===== src/rtl/decode_stage_pipe_if.sv =====
// Decode-stage bus: IF/ID inputs, writeback/forwarding sources and the ID/EX register outputs.
// slave is the decode stage's view; master is the view of whatever drives it.
interface decode_stage_pipe_if #(
  parameter int XLEN = 32
);
  logic            if_valid;
  logic            id_ready;
  logic [XLEN-1:0] if_pc;
  logic [31:0]     if_inst;
  logic [2:0]      imm_sel;
  logic [7:0]      ctrl_in;
  logic            wb_we;
  logic [4:0]      wb_rd;
  logic [XLEN-1:0] wb_data;
  logic [1:0]      fwd1;
  logic [1:0]      fwd2;
  logic [XLEN-1:0] ex_alu_out;
  logic [XLEN-1:0] mem_alu_out;
  logic [XLEN-1:0] mem_rdata;
  logic            mem_m2r;
  logic            flush;
  logic            ex_ready;
  logic            br_taken;
  logic [XLEN-1:0] pc_branch;
  logic            ex_valid;
  logic [6:0]      ex_ctrl;
  logic [XLEN-1:0] ex_data1;
  logic [XLEN-1:0] ex_data2;
  logic [4:0]      ex_rs1;
  logic [4:0]      ex_rs2;
  logic [4:0]      ex_rd;
  logic [3:0]      ex_func;
  logic [XLEN-1:0] ex_imm;

  modport slave (
    input  if_valid, if_pc, if_inst, imm_sel, ctrl_in, wb_we, wb_rd, wb_data,
           fwd1, fwd2, ex_alu_out, mem_alu_out, mem_rdata, mem_m2r, flush, ex_ready,
    output id_ready, br_taken, pc_branch, ex_valid, ex_ctrl, ex_data1, ex_data2,
           ex_rs1, ex_rs2, ex_rd, ex_func, ex_imm
  );

  modport master (
    output if_valid, if_pc, if_inst, imm_sel, ctrl_in, wb_we, wb_rd, wb_data,
           fwd1, fwd2, ex_alu_out, mem_alu_out, mem_rdata, mem_m2r, flush, ex_ready,
    input  id_ready, br_taken, pc_branch, ex_valid, ex_ctrl, ex_data1, ex_data2,
           ex_rs1, ex_rs2, ex_rd, ex_func, ex_imm
  );
endinterface


===== src/rtl/decode_stage_pipe.sv =====
// RV32/RV64 decode stage: register file, immediate generator, forwarded branch resolver,
// load-use interlock and a valid/ready ID/EX register with flush.
module decode_stage_pipe #(
  parameter int XLEN        = 32,
  parameter int NREGS       = 32,
  parameter int RF_INIT_IDX = 0,
  parameter int WB_BYPASS   = 1
) (
  input logic                clk,
  input logic                reset_n,
  decode_stage_pipe_if.slave bus
);

  typedef enum logic [0:0] {
    ST_IDLE   = 1'b0,
    ST_BUBBLE = 1'b1
  } ilk_state_e;

  localparam logic [5:0] NREGS_L = 6'(NREGS);

  logic [4:0]      rs1_s;
  logic [4:0]      rs2_s;
  logic [4:0]      rd_s;
  logic [2:0]      funct3_s;
  logic            wr_en_s;
  logic [XLEN-1:0] rf_r [32];
  logic [XLEN-1:0] rf_rd1_s;
  logic [XLEN-1:0] rf_rd2_s;
  logic [31:0]     imm32_s;
  logic [XLEN-1:0] imm_s;
  logic [XLEN-1:0] mem_fwd_s;
  logic [XLEN-1:0] op1_s;
  logic [XLEN-1:0] op2_s;
  logic            cond_s;
  logic            use_rs2_s;
  logic            raw_hazard_s;
  logic            load_hazard_s;
  logic            ex_adv_s;
  logic            id_ready_s;
  ilk_state_e      state_r;
  ilk_state_e      state_nxt_s;
  logic            ex_valid_r;
  logic [6:0]      ex_ctrl_r;
  logic [XLEN-1:0] ex_data1_r;
  logic [XLEN-1:0] ex_data2_r;
  logic [4:0]      ex_rs1_r;
  logic [4:0]      ex_rs2_r;
  logic [4:0]      ex_rd_r;
  logic [3:0]      ex_func_r;
  logic [XLEN-1:0] ex_imm_r;
  logic            unused_opcode_s;

  function automatic logic idx_ok(input logic [4:0] idx);
    return ({1'b0, idx} < NREGS_L) && (idx != 5'd0);
  endfunction

  function automatic logic [XLEN-1:0] rf_init(input int idx);
    if ((RF_INIT_IDX != 0) && (idx < NREGS)) begin
      return XLEN'(idx);
    end else begin
      return {XLEN{1'b0}};
    end
  endfunction

  assign rs1_s           = bus.if_inst[19:15];
  assign rs2_s           = bus.if_inst[24:20];
  assign rd_s            = bus.if_inst[11:7];
  assign funct3_s        = bus.if_inst[14:12];
  assign unused_opcode_s = ^bus.if_inst[6:0];
  assign wr_en_s         = bus.wb_we && idx_ok(bus.wb_rd);

  // Register file write port; x0 and out-of-range entries are never written.
  always_ff @(posedge clk or negedge reset_n) begin
    if (!reset_n) begin
      for (int i = 0; i < 32; i++) begin
        rf_r[i] <= rf_init(i);
      end
    end else if (wr_en_s) begin
      rf_r[bus.wb_rd] <= bus.wb_data;
    end
  end

  // Register file read ports with optional same-cycle writeback bypass.
  always_comb begin
    rf_rd1_s = {XLEN{1'b0}};
    rf_rd2_s = {XLEN{1'b0}};
    if (idx_ok(rs1_s)) begin
      if ((WB_BYPASS != 0) && wr_en_s && (bus.wb_rd == rs1_s)) begin
        rf_rd1_s = bus.wb_data;
      end else begin
        rf_rd1_s = rf_r[rs1_s];
      end
    end else begin
      rf_rd1_s = {XLEN{1'b0}};
    end
    if (idx_ok(rs2_s)) begin
      if ((WB_BYPASS != 0) && wr_en_s && (bus.wb_rd == rs2_s)) begin
        rf_rd2_s = bus.wb_data;
      end else begin
        rf_rd2_s = rf_r[rs2_s];
      end
    end else begin
      rf_rd2_s = {XLEN{1'b0}};
    end
  end

  // Immediate generator: build a 32-bit sign-extended value, then widen from bit 31.
  always_comb begin
    imm32_s = 32'd0;
    case (bus.imm_sel)
      3'd2:    imm32_s = {{20{bus.if_inst[31]}}, bus.if_inst[31:20]};
      3'd3:    imm32_s = {{20{bus.if_inst[31]}}, bus.if_inst[31:25], bus.if_inst[11:7]};
      3'd4:    imm32_s = {{19{bus.if_inst[31]}}, bus.if_inst[31], bus.if_inst[7],
                          bus.if_inst[30:25], bus.if_inst[11:8], 1'b0};
      3'd5:    imm32_s = {{11{bus.if_inst[31]}}, bus.if_inst[31], bus.if_inst[19:12],
                          bus.if_inst[20], bus.if_inst[30:21], 1'b0};
      3'd6:    imm32_s = {bus.if_inst[31:12], 12'd0};
      default: imm32_s = 32'd0;
    endcase
    imm_s        = {XLEN{imm32_s[31]}};
    imm_s[31:0]  = imm32_s;
  end

  // Operand forwarding muxes feeding both the comparator and ID/EX.
  always_comb begin
    mem_fwd_s = bus.mem_m2r ? bus.mem_rdata : bus.mem_alu_out;
    case (bus.fwd1)
      2'b01:   op1_s = bus.ex_alu_out;
      2'b10:   op1_s = mem_fwd_s;
      default: op1_s = rf_rd1_s;
    endcase
    case (bus.fwd2)
      2'b01:   op2_s = bus.ex_alu_out;
      2'b10:   op2_s = mem_fwd_s;
      default: op2_s = rf_rd2_s;
    endcase
  end

  // Branch condition from funct3; reserved encodings never take.
  always_comb begin
    case (funct3_s)
      3'b000:  cond_s = (op1_s == op2_s);
      3'b001:  cond_s = (op1_s != op2_s);
      3'b100:  cond_s = ($signed(op1_s) <  $signed(op2_s));
      3'b101:  cond_s = ($signed(op1_s) >= $signed(op2_s));
      3'b110:  cond_s = (op1_s <  op2_s);
      3'b111:  cond_s = (op1_s >= op2_s);
      default: cond_s = 1'b0;
    endcase
  end

  // I- and U-type encodings reuse the rs2 field as immediate bits, so it cannot cause a hazard.
  assign use_rs2_s     = (bus.imm_sel != 3'd2) && (bus.imm_sel != 3'd6);
  assign raw_hazard_s  = bus.if_valid && ex_valid_r && ex_ctrl_r[3] && (ex_rd_r != 5'd0) &&
                         ((ex_rd_r == rs1_s) || (use_rs2_s && (ex_rd_r == rs2_s)));
  assign load_hazard_s = raw_hazard_s && (state_r == ST_IDLE);
  assign ex_adv_s      = bus.ex_ready || !ex_valid_r;
  assign id_ready_s    = ex_adv_s && !load_hazard_s;

  assign bus.id_ready  = id_ready_s;
  assign bus.br_taken  = bus.if_valid && bus.ctrl_in[7] && id_ready_s && !bus.flush && cond_s;
  assign bus.pc_branch = bus.if_pc + imm_s;

  // Interlock state register.
  always_ff @(posedge clk or negedge reset_n) begin
    if (!reset_n) begin
      state_r <= ST_IDLE;
    end else begin
      state_r <= state_nxt_s;
    end
  end

  // Interlock next state: one bubble per detected load-use pair.
  always_comb begin
    state_nxt_s = state_r;
    case (state_r)
      ST_IDLE: begin
        if (ex_adv_s && load_hazard_s) begin
          state_nxt_s = ST_BUBBLE;
        end else begin
          state_nxt_s = ST_IDLE;
        end
      end
      ST_BUBBLE: state_nxt_s = ST_IDLE;
      default:   state_nxt_s = ST_IDLE;
    endcase
  end

  // ID/EX valid and control: flush beats bubble beats capture beats hold.
  always_ff @(posedge clk or negedge reset_n) begin
    if (!reset_n) begin
      ex_valid_r <= 1'b0;
      ex_ctrl_r  <= 7'd0;
    end else if (bus.flush) begin
      ex_valid_r <= 1'b0;
      ex_ctrl_r  <= 7'd0;
    end else if (ex_adv_s && load_hazard_s) begin
      ex_valid_r <= 1'b0;
      ex_ctrl_r  <= 7'd0;
    end else if (ex_adv_s) begin
      ex_valid_r <= bus.if_valid;
      ex_ctrl_r  <= bus.if_valid ? bus.ctrl_in[6:0] : 7'd0;
    end
  end

  // ID/EX data fields load whenever decode accepts; bubbles and stalls keep them.
  always_ff @(posedge clk or negedge reset_n) begin
    if (!reset_n) begin
      ex_data1_r <= {XLEN{1'b0}};
      ex_data2_r <= {XLEN{1'b0}};
      ex_rs1_r   <= 5'd0;
      ex_rs2_r   <= 5'd0;
      ex_rd_r    <= 5'd0;
      ex_func_r  <= 4'd0;
      ex_imm_r   <= {XLEN{1'b0}};
    end else if (id_ready_s) begin
      ex_data1_r <= op1_s;
      ex_data2_r <= op2_s;
      ex_rs1_r   <= rs1_s;
      ex_rs2_r   <= rs2_s;
      ex_rd_r    <= rd_s;
      ex_func_r  <= {bus.if_inst[30], funct3_s};
      ex_imm_r   <= imm_s;
    end
  end

  assign bus.ex_valid = ex_valid_r;
  assign bus.ex_ctrl  = ex_ctrl_r;
  assign bus.ex_data1 = ex_data1_r;
  assign bus.ex_data2 = ex_data2_r;
  assign bus.ex_rs1   = ex_rs1_r;
  assign bus.ex_rs2   = ex_rs2_r;
  assign bus.ex_rd    = ex_rd_r;
  assign bus.ex_func  = ex_func_r;
  assign bus.ex_imm   = ex_imm_r;

endmodule

===== src/flat_wrapper.sv =====
// flat-port wrapper written by rule: the top's interface ports become plain ports
module decode_stage_pipe_flat 
#(
  parameter int XLEN        = 32,
  parameter int NREGS       = 32,
  parameter int RF_INIT_IDX = 0,
  parameter int WB_BYPASS   = 1
)
  (clk, reset_n, bus_if_valid, bus_if_pc, bus_if_inst, bus_imm_sel, bus_ctrl_in, bus_wb_we, bus_wb_rd, bus_wb_data, bus_fwd1, bus_fwd2, bus_ex_alu_out, bus_mem_alu_out, bus_mem_rdata, bus_mem_m2r, bus_flush, bus_ex_ready, bus_id_ready, bus_br_taken, bus_pc_branch, bus_ex_valid, bus_ex_ctrl, bus_ex_data1, bus_ex_data2, bus_ex_rs1, bus_ex_rs2, bus_ex_rd, bus_ex_func, bus_ex_imm);
  decode_stage_pipe_if #(.XLEN(XLEN)) bus_i ();
  input logic clk;
  input logic reset_n;
  input wire logic [$bits(bus_i.if_valid)-1:0] bus_if_valid;
  input wire logic [$bits(bus_i.if_pc)-1:0] bus_if_pc;
  input wire logic [$bits(bus_i.if_inst)-1:0] bus_if_inst;
  input wire logic [$bits(bus_i.imm_sel)-1:0] bus_imm_sel;
  input wire logic [$bits(bus_i.ctrl_in)-1:0] bus_ctrl_in;
  input wire logic [$bits(bus_i.wb_we)-1:0] bus_wb_we;
  input wire logic [$bits(bus_i.wb_rd)-1:0] bus_wb_rd;
  input wire logic [$bits(bus_i.wb_data)-1:0] bus_wb_data;
  input wire logic [$bits(bus_i.fwd1)-1:0] bus_fwd1;
  input wire logic [$bits(bus_i.fwd2)-1:0] bus_fwd2;
  input wire logic [$bits(bus_i.ex_alu_out)-1:0] bus_ex_alu_out;
  input wire logic [$bits(bus_i.mem_alu_out)-1:0] bus_mem_alu_out;
  input wire logic [$bits(bus_i.mem_rdata)-1:0] bus_mem_rdata;
  input wire logic [$bits(bus_i.mem_m2r)-1:0] bus_mem_m2r;
  input wire logic [$bits(bus_i.flush)-1:0] bus_flush;
  input wire logic [$bits(bus_i.ex_ready)-1:0] bus_ex_ready;
  output wire logic [$bits(bus_i.id_ready)-1:0] bus_id_ready;
  output wire logic [$bits(bus_i.br_taken)-1:0] bus_br_taken;
  output wire logic [$bits(bus_i.pc_branch)-1:0] bus_pc_branch;
  output wire logic [$bits(bus_i.ex_valid)-1:0] bus_ex_valid;
  output wire logic [$bits(bus_i.ex_ctrl)-1:0] bus_ex_ctrl;
  output wire logic [$bits(bus_i.ex_data1)-1:0] bus_ex_data1;
  output wire logic [$bits(bus_i.ex_data2)-1:0] bus_ex_data2;
  output wire logic [$bits(bus_i.ex_rs1)-1:0] bus_ex_rs1;
  output wire logic [$bits(bus_i.ex_rs2)-1:0] bus_ex_rs2;
  output wire logic [$bits(bus_i.ex_rd)-1:0] bus_ex_rd;
  output wire logic [$bits(bus_i.ex_func)-1:0] bus_ex_func;
  output wire logic [$bits(bus_i.ex_imm)-1:0] bus_ex_imm;
  assign bus_i.if_valid = bus_if_valid;
  assign bus_i.if_pc = bus_if_pc;
  assign bus_i.if_inst = bus_if_inst;
  assign bus_i.imm_sel = bus_imm_sel;
  assign bus_i.ctrl_in = bus_ctrl_in;
  assign bus_i.wb_we = bus_wb_we;
  assign bus_i.wb_rd = bus_wb_rd;
  assign bus_i.wb_data = bus_wb_data;
  assign bus_i.fwd1 = bus_fwd1;
  assign bus_i.fwd2 = bus_fwd2;
  assign bus_i.ex_alu_out = bus_ex_alu_out;
  assign bus_i.mem_alu_out = bus_mem_alu_out;
  assign bus_i.mem_rdata = bus_mem_rdata;
  assign bus_i.mem_m2r = bus_mem_m2r;
  assign bus_i.flush = bus_flush;
  assign bus_i.ex_ready = bus_ex_ready;
  assign bus_id_ready = bus_i.id_ready;
  assign bus_br_taken = bus_i.br_taken;
  assign bus_pc_branch = bus_i.pc_branch;
  assign bus_ex_valid = bus_i.ex_valid;
  assign bus_ex_ctrl = bus_i.ex_ctrl;
  assign bus_ex_data1 = bus_i.ex_data1;
  assign bus_ex_data2 = bus_i.ex_data2;
  assign bus_ex_rs1 = bus_i.ex_rs1;
  assign bus_ex_rs2 = bus_i.ex_rs2;
  assign bus_ex_rd = bus_i.ex_rd;
  assign bus_ex_func = bus_i.ex_func;
  assign bus_ex_imm = bus_i.ex_imm;
  decode_stage_pipe #(.XLEN(XLEN), .NREGS(NREGS), .RF_INIT_IDX(RF_INIT_IDX), .WB_BYPASS(WB_BYPASS)) u_core (.clk(clk), .reset_n(reset_n), .bus(bus_i));
endmodule

===== config.mk =====
export PLATFORM = sky130hd
export DESIGN_NAME = decode_stage_pipe_flat
export DESIGN_NICKNAME = d
export VERILOG_FILES = /design/src/rtl/decode_stage_pipe_if.sv /design/src/rtl/decode_stage_pipe.sv /design/src/flat_wrapper.sv
export SDC_FILE = /design/constraint.sdc
export NUM_CORES = 2
export LEC_CHECK = 0
export ABC_AREA = 0
export CORE_ASPECT_RATIO = 0.75
export CORE_UTILIZATION = 55
export DETAILED_ROUTE_END_ITERATION = 12
export MAX_ROUTING_LAYER = met4
export PLACE_DENSITY = 0.75
export SLEW_MARGIN = 20
export SYNTH_ARGS = -nofsm -noshare
export SYNTH_HDL_FRONTEND = slang
export SYNTH_SLANG_ARGS = --single-unit

===== constraint.sdc =====
create_clock -name clk -period 12 [get_ports clk]
set_clock_uncertainty 0.15 [all_clocks]
set_input_delay 3.6 -clock clk [delete_from_list [all_inputs] [get_ports clk]]
set_output_delay 3.6 -clock clk [all_outputs]
set_load 0.01 [all_outputs]

# Word-level counts from Yosys, hierarchy flattened
# Index checks and enable logic that the tools add are counted.
# op_classes
n_reduce_logical,28
n_addsub,1
n_lt_le_gt_ge,8
bitwise_logic,4
n_eq_ne,22
muxes,27
# ops
cell,count
1024-bit bitwise mux,1
32-bit binary-select mux with 5-bit select,2
32-bit two-way mux,10
32-bit demux with 5-bit select,1
32-bit case mux with 5 select lines,1
32-bit case mux with 2 select lines,2
32-bit greater-or-equal comparator,2
32-bit less-than comparator,2
32-bit adder,1
32-bit equality test,1
32-bit != test,1
7-bit two-way mux,4
"3-bit equality test, second input constant",7
5-bit equality test,4
5-bit nonzero test,4
"6-bit greater-or-equal comparator, second input constant",3
5-bit inverter with 6-bit output,3
1-bit logical AND,17
"3-bit by 2-bit equality test with 1-bit output, second input constant",2
"6-bit by 1-bit less-than comparator with 1-bit output, second input constant",1
1-bit case mux with 6 select lines,1
"2-bit by 1-bit equality test with 1-bit output, second input constant",2
"2-bit equality test, second input constant",2
1-bit two-way mux,4
other kinds (9),12
# word_totals
output_inout_bits,157
ff_bits,1148
in_bits,219
word_cells,132

# Longest topological paths before layout
# logic_depth
word_depth,11
ltp_mapped,21
ltp_nobuf,18

# Least setup slack after synthesis
# OpenSTA, ideal clock, no wires.
# synth_timing
kind,input -> output
start,input bus_if_inst[21]
end,output bus_br_taken
slack_ns,0.519
arrival_time_ns,7.731
cell_stages,18
path_cell_list,buf_2 buf_2 buf_1 mux4_2 mux4_2 nor2_1 nor3_1 a211oi_1 ha_1 a21o_1 a21o_1 a21o_1 a2111oi_4 o211ai_2 a221oi_2 mux2i_1 a22o_1 a211oi_2
# synth_via
elab_chain_len,10
word_cells_on_any_way,27
# synth_lines
element,line,text
from (decl),flat_wrapper.sv:15,input wire logic [$bits(bus_i.if_inst)-1:0] bus_if_inst;
5-bit inverter with 6-bit output (not written as such) / 5-bit equality test (equally long branches),"decode_stage_pipe.sv:100, decode_stage_pipe.sv:155",
32-bit binary-select mux with 5-bit select / 1-bit logical AND (equally long branches),"decode_stage_pipe.sv:100, decode_stage_pipe.sv:155",
32-bit two-way mux (not written as such) / 1-bit logical OR (equally long branches),"decode_stage_pipe.sv:100, decode_stage_pipe.sv:155",
32-bit two-way mux (not written as such) / 1-bit logical AND (equally long branches),"decode_stage_pipe.sv:100, decode_stage_pipe.sv:154",
32-bit two-way mux / 1-bit logical AND (equally long branches),"decode_stage_pipe.sv:97, decode_stage_pipe.sv:156",
32-bit two-way mux / 1-bit zero test (equally long branches),"decode_stage_pipe.sv:96, decode_stage_pipe.sv:158",
32-bit case mux with 2 select lines / 1-bit logical AND (equally long branches),"decode_stage_pipe.sv:132, decode_stage_pipe.sv:158",
32-bit greater-or-equal comparator (tied with other cells),decode_stage_pipe.sv:147,3'b111: cond_s = (op1_s >= op2_s);
1-bit case mux with 6 select lines / 1-bit logical AND (equally long branches),"decode_stage_pipe.sv:141, decode_stage_pipe.sv:161",
1-bit logical AND (*),decode_stage_pipe.sv:161,assign bus.br_taken = bus.if_valid && bus.ctrl_in[7] && id_ready_s && !bus.flush && cond_s;
to (decl),flat_wrapper.sv:30,output wire logic [$bits(bus_i.br_taken)-1:0] bus_br_taken;
# Every way passes the cells marked *; elsewhere a longest branch is shown, timed or not. The select of a mux whose other input is x is not followed.

# Final worst setup path
# layout_timing
start,input bus_if_inst[15]
end,output bus_br_taken
# layout_via
elab_chain_len,10
word_cells_on_any_way,26
# layout_lines
element,line,text
5-bit inverter with 6-bit output (not written as such),decode_stage_pipe.sv:91,rf_rd1_s = rf_r[rs1_s];
32-bit binary-select mux with 5-bit select,decode_stage_pipe.sv:91,
32-bit two-way mux (not written as such) (2 in series),decode_stage_pipe.sv:91,
32-bit two-way mux,decode_stage_pipe.sv:88,if ((WB_BYPASS != 0) && wr_en_s && (bus.wb_rd == rs1_s)) begin
32-bit two-way mux (*),decode_stage_pipe.sv:87,if (idx_ok(rs1_s)) begin
32-bit case mux with 2 select lines (*),decode_stage_pipe.sv:127,case (bus.fwd1)
named net u_core.op1_s[28],decode_stage_pipe.sv:32,logic [XLEN-1:0] op1_s;
32-bit greater-or-equal comparator (tied with other cells),decode_stage_pipe.sv:147,
1-bit case mux with 6 select lines (*),decode_stage_pipe.sv:141,case (funct3_s)
1-bit logical AND (*),decode_stage_pipe.sv:161,
# Mark *: on every way through the listed nets, which the timed path passes. The rest lies on a longest branch. The select of a mux whose other input is x is not followed.

==> flow_summary_export.csv <==
group,metric,value,unit
sta,relSlewSlack,0.281,
critical_path,startpoint,"bus_if_inst[15]",
run_status,violations,"negative setup slack",
sta,whs,246,ps
route,drtIter0Drc,6160,
route,drt_wl_total,219,mm
sta,fin_tns_setup,-12.4,ps
pwr,ir_drop,0.135,mV
sta,period_needed,12010,ps
finish,final_net_count,5643,
floorplan,coreArea,114000,µm²
place,dp_hpwl,142,mm
clock_network,htree_num_levels,3,
synthesis,synthMuxAreaShare,0.394,
clock_network,cts_hold_buf,0,
clock_network,cts_tree,"built",
pwr,powerDensity,151,nW/µm²
critical_path,critPathSlowestCell,"mux4_2",
synthesis,synth_top_family_by_area,"multiplexers",
floorplan,die_h,297,µm
floorplan,start_util,0.559,
critical_path,critPathArrivalTime,8260,ps
floorplan,rows,107,
route,viasPerCell,6.89,
route,wl_per_cell,31.5,µm
critical_path,critPathKind,"in2out",
global_route,antenna_found_initial,8,
global_route,grt_pass1_wl,322,mm
clock_network,cts_sinks,1148,
synthesis,synth-simple-area-share,0.0284,
clock_network,numCtsBuffers,111,
finish,fin_util,0.676,
floorplan,die_w,396,µm
route,postRouteAntennaNets,0,
worst_hold_path,holdCritStartpoint,"u_core.rf_r[1018]",
route,firstDrtPassIters,6,
synthesis,ys_ff_latch,1148,
worst_hold_path,worstHoldPathType,"reg2reg",
synthesis,synth_top_flop_cell,"dfrtp_1",
synthesis,synth_edf_count,0,
route,drc,0,
sta,slew_viol_final,0,
critical_path,start_kind,"primary input",
place,io_buffers,368,
clock_network,cts_max_path_buffers,3,
clock_network,clk_root_buffer_cell,"clkbuf_16",
synthesis,ys_async_sr_fraction,1.00,
critical_path,r2r-start,"u_core.bus.ex_rd[0]",
synthesis,synth_nets,5055,
sta,worstMarginPinSlew,1080,ps
critical_path,cp_max_fo,29,
sta,rsz0062_at_grt,"true",
critical_path,critPathBufInv,7,
critical_path,cp_cell_sequence,"buf_16 > buf_4 > buf_12 > buf_4 > mux4_2 > a22oi_1 > o211ai_1 > o211ai_1 > buf_4 > a21o_1 > o21ai_1 > ha_1 > nand4_1 > nor4_2 > buf_4 > a221oi_4 > mux2i_2 > a22o_1 > a211oi_4 > buf_2",
finish,final_layout_size_suffix_gt1_frac,0.470,
critical_path,crit_path_max_incr_delay,510,ps
place,place_ws,-1250,ps
critical_path,crit_top_cell,"buf_4",
global_route,grt_max_degree,172,
floorplan,io_pins,376,
sta,setup_viol,1,
run,drv_cap,0,
clock_network,clk_pin_slew,60,ps
synthesis,yosysSeqAreaShare,0.449,
synthesis,synthesis.area,64000,µm²
global_route,track_usage,0.380,
run_status,outcome,"complete, but fails checks",
sta,setup_ws,-12.4,ps
critical_path,endpoint_kind,"primary output",
synthesis,yosysMostFrequentCell,"mux2_2",
synthesis,yosysWarnings,0,
synthesis,synth_area_leaders,"dfrtp_1, mux2_2, mux4_2",
synthesis,synth_top_area_frac,0.449,
synthesis,synth_xor_area_frac,0.00602,
synthesis,synth_compound_area_frac,0.0766,
clock_network,clock_latency,740,ps
sta,post-route-period-util,1.00,
critical_path,cp_top_family,"compound AO/OA/AOI/OAI gates",
place,gp_congestion,0.965,
pwr,p_total,11.7,mW
synthesis,syn_avg_cell_area,13.4,µm²
sta,fmax,83.2,MHz
pwr,p_leak,34.1,nW
synthesis,synthCells,4768,
synthesis,post_synth_num_cell_types,57,
finish,area_growth,21.0,%
global_route,grt_pass1_vias,48090,
synthesis,synthTopCellsByCount,"mux2_2, dfrtp_1, mux4_2",
synthesis,synth_top_cell_by_area,"dfrtp_1",
route,vias,48044,
critical_path,required,8250,ps
floorplan,die_area,118000,µm²
sta,hold_violations,0,
global_route,grt.overflow.total,0,
synthesis,synthAdderAreaFrac,0.0134,
[path summary, 6_finish.rpt]
check,to,slack [ps],cells after the start
max in group asynchronous,u_core.bus.ex_data1[28],6770,3
worst min-delay path,u_core.rf_r[1018],250,0
worst min register to register,u_core.rf_r[1018],250,0
worst max register to register,u_core.bus.ex_data1[11],8030,7
worst max-delay path,bus_br_taken,-10,20
min in group asynchronous,u_core.rf_r[328],2770,1
[stage by stage]
step | std cells | cell area [µm²]
finish | 6974 | 77400
detailed placement | 6738 | 72900
floorplan | 4768 | 64000
global route | 6973 | 77400
CTS | 6936 | 76700
global placement | 6738 | 72900
[metal layers]
metal / GRT usage / vias to the layer above / share of wire
met1: 0.541 / 25182 / 0.41
met5: - / - / 0
met3: 0.0727 / 603 / 0.10
met2: 0.529 / 2877 / 0.44
met4: 0.169 / 0 / 0.050
li1: - / 19382 / -
[layout by cell type (no fill, tap or decap), types with 70 or more instances in the layout]
cell type | Yosys | routed
mux2i_1 | 197 | 196
a21oi_1 | 136 | 130
a22oi_1 | 131 | 131
clkdlybuf4s50_1 | 0 | 347
nor2_1 | 205 | 185
o21ai_0 | 137 | 123
a21o_1 | 70 | 70
mux2_2 | 1225 | 1225
mux4_2 | 416 | 416
dfrtp_1 | 1148 | 1148
clkbuf_16 | 0 | 115
buf_4 | 15 | 524
[state kept, by name (all words and copies together), names as in the netlist]
register / flops
u_core.bus.ex_ctrl: 7
u_core.bus.ex_rs2: 5
u_core.state_r: 1
u_core.bus.ex_rd: 5
u_core.bus.ex_data1: 32
u_core.bus.ex_imm: 32
u_core.rf_r: 1024
u_core.bus.ex_valid: 1
u_core.bus.ex_rs1: 5
u_core.bus.ex_data2: 32
u_core.bus.ex_func: 4
[power by group]
part           total (mW)  internal [mW]  switching [mW]
combinational        3.03           1.74            1.29
sequential           5.11           4.58           0.534
clock                3.59           2.00            1.58
total                11.7           8.32            3.40
[cell families (layout without fill, tap and decap cells)]
| logic type | Yosys count | count (layout) |
|---|---|---|
| multiplexers | 1846 | 1846 |
| buffers and inverters | 515 | 1186 |
| AO/OA/AOI/OAI | 736 | 736 |
| flip-flops | 1148 | 1148 |
| AND/OR/NAND/NOR | 411 | 411 |
| adder cells (fa/ha/maj) | 68 | 68 |
| other | 0 | 9 |
| XOR/XNOR | 44 | 44 |
[layout make-up]
type | count | area, µm²
diodes | 9 | 22.5
flip-flops and latches | 1148 | 28700
inverters | 16 | 60.1
multi-input cells | 3105 | 33800
clock buffers | 163 | 3290
repair buffers | 974 | 9240
well taps | 1526 | 1910
clock inverters | 33 | 360
fillers | 7996 | 37000
[repair_timing]
item / 4_1_cts / 5_1_grt
gates cloned: 0 / 3
endpoints found under the setup margin: 3 / 7
gates resized for setup: 43 / 93
pin swaps: 8 / 28
buffers inserted: 2 / 26
Note: power is estimated with default switching activity, not from simulation.
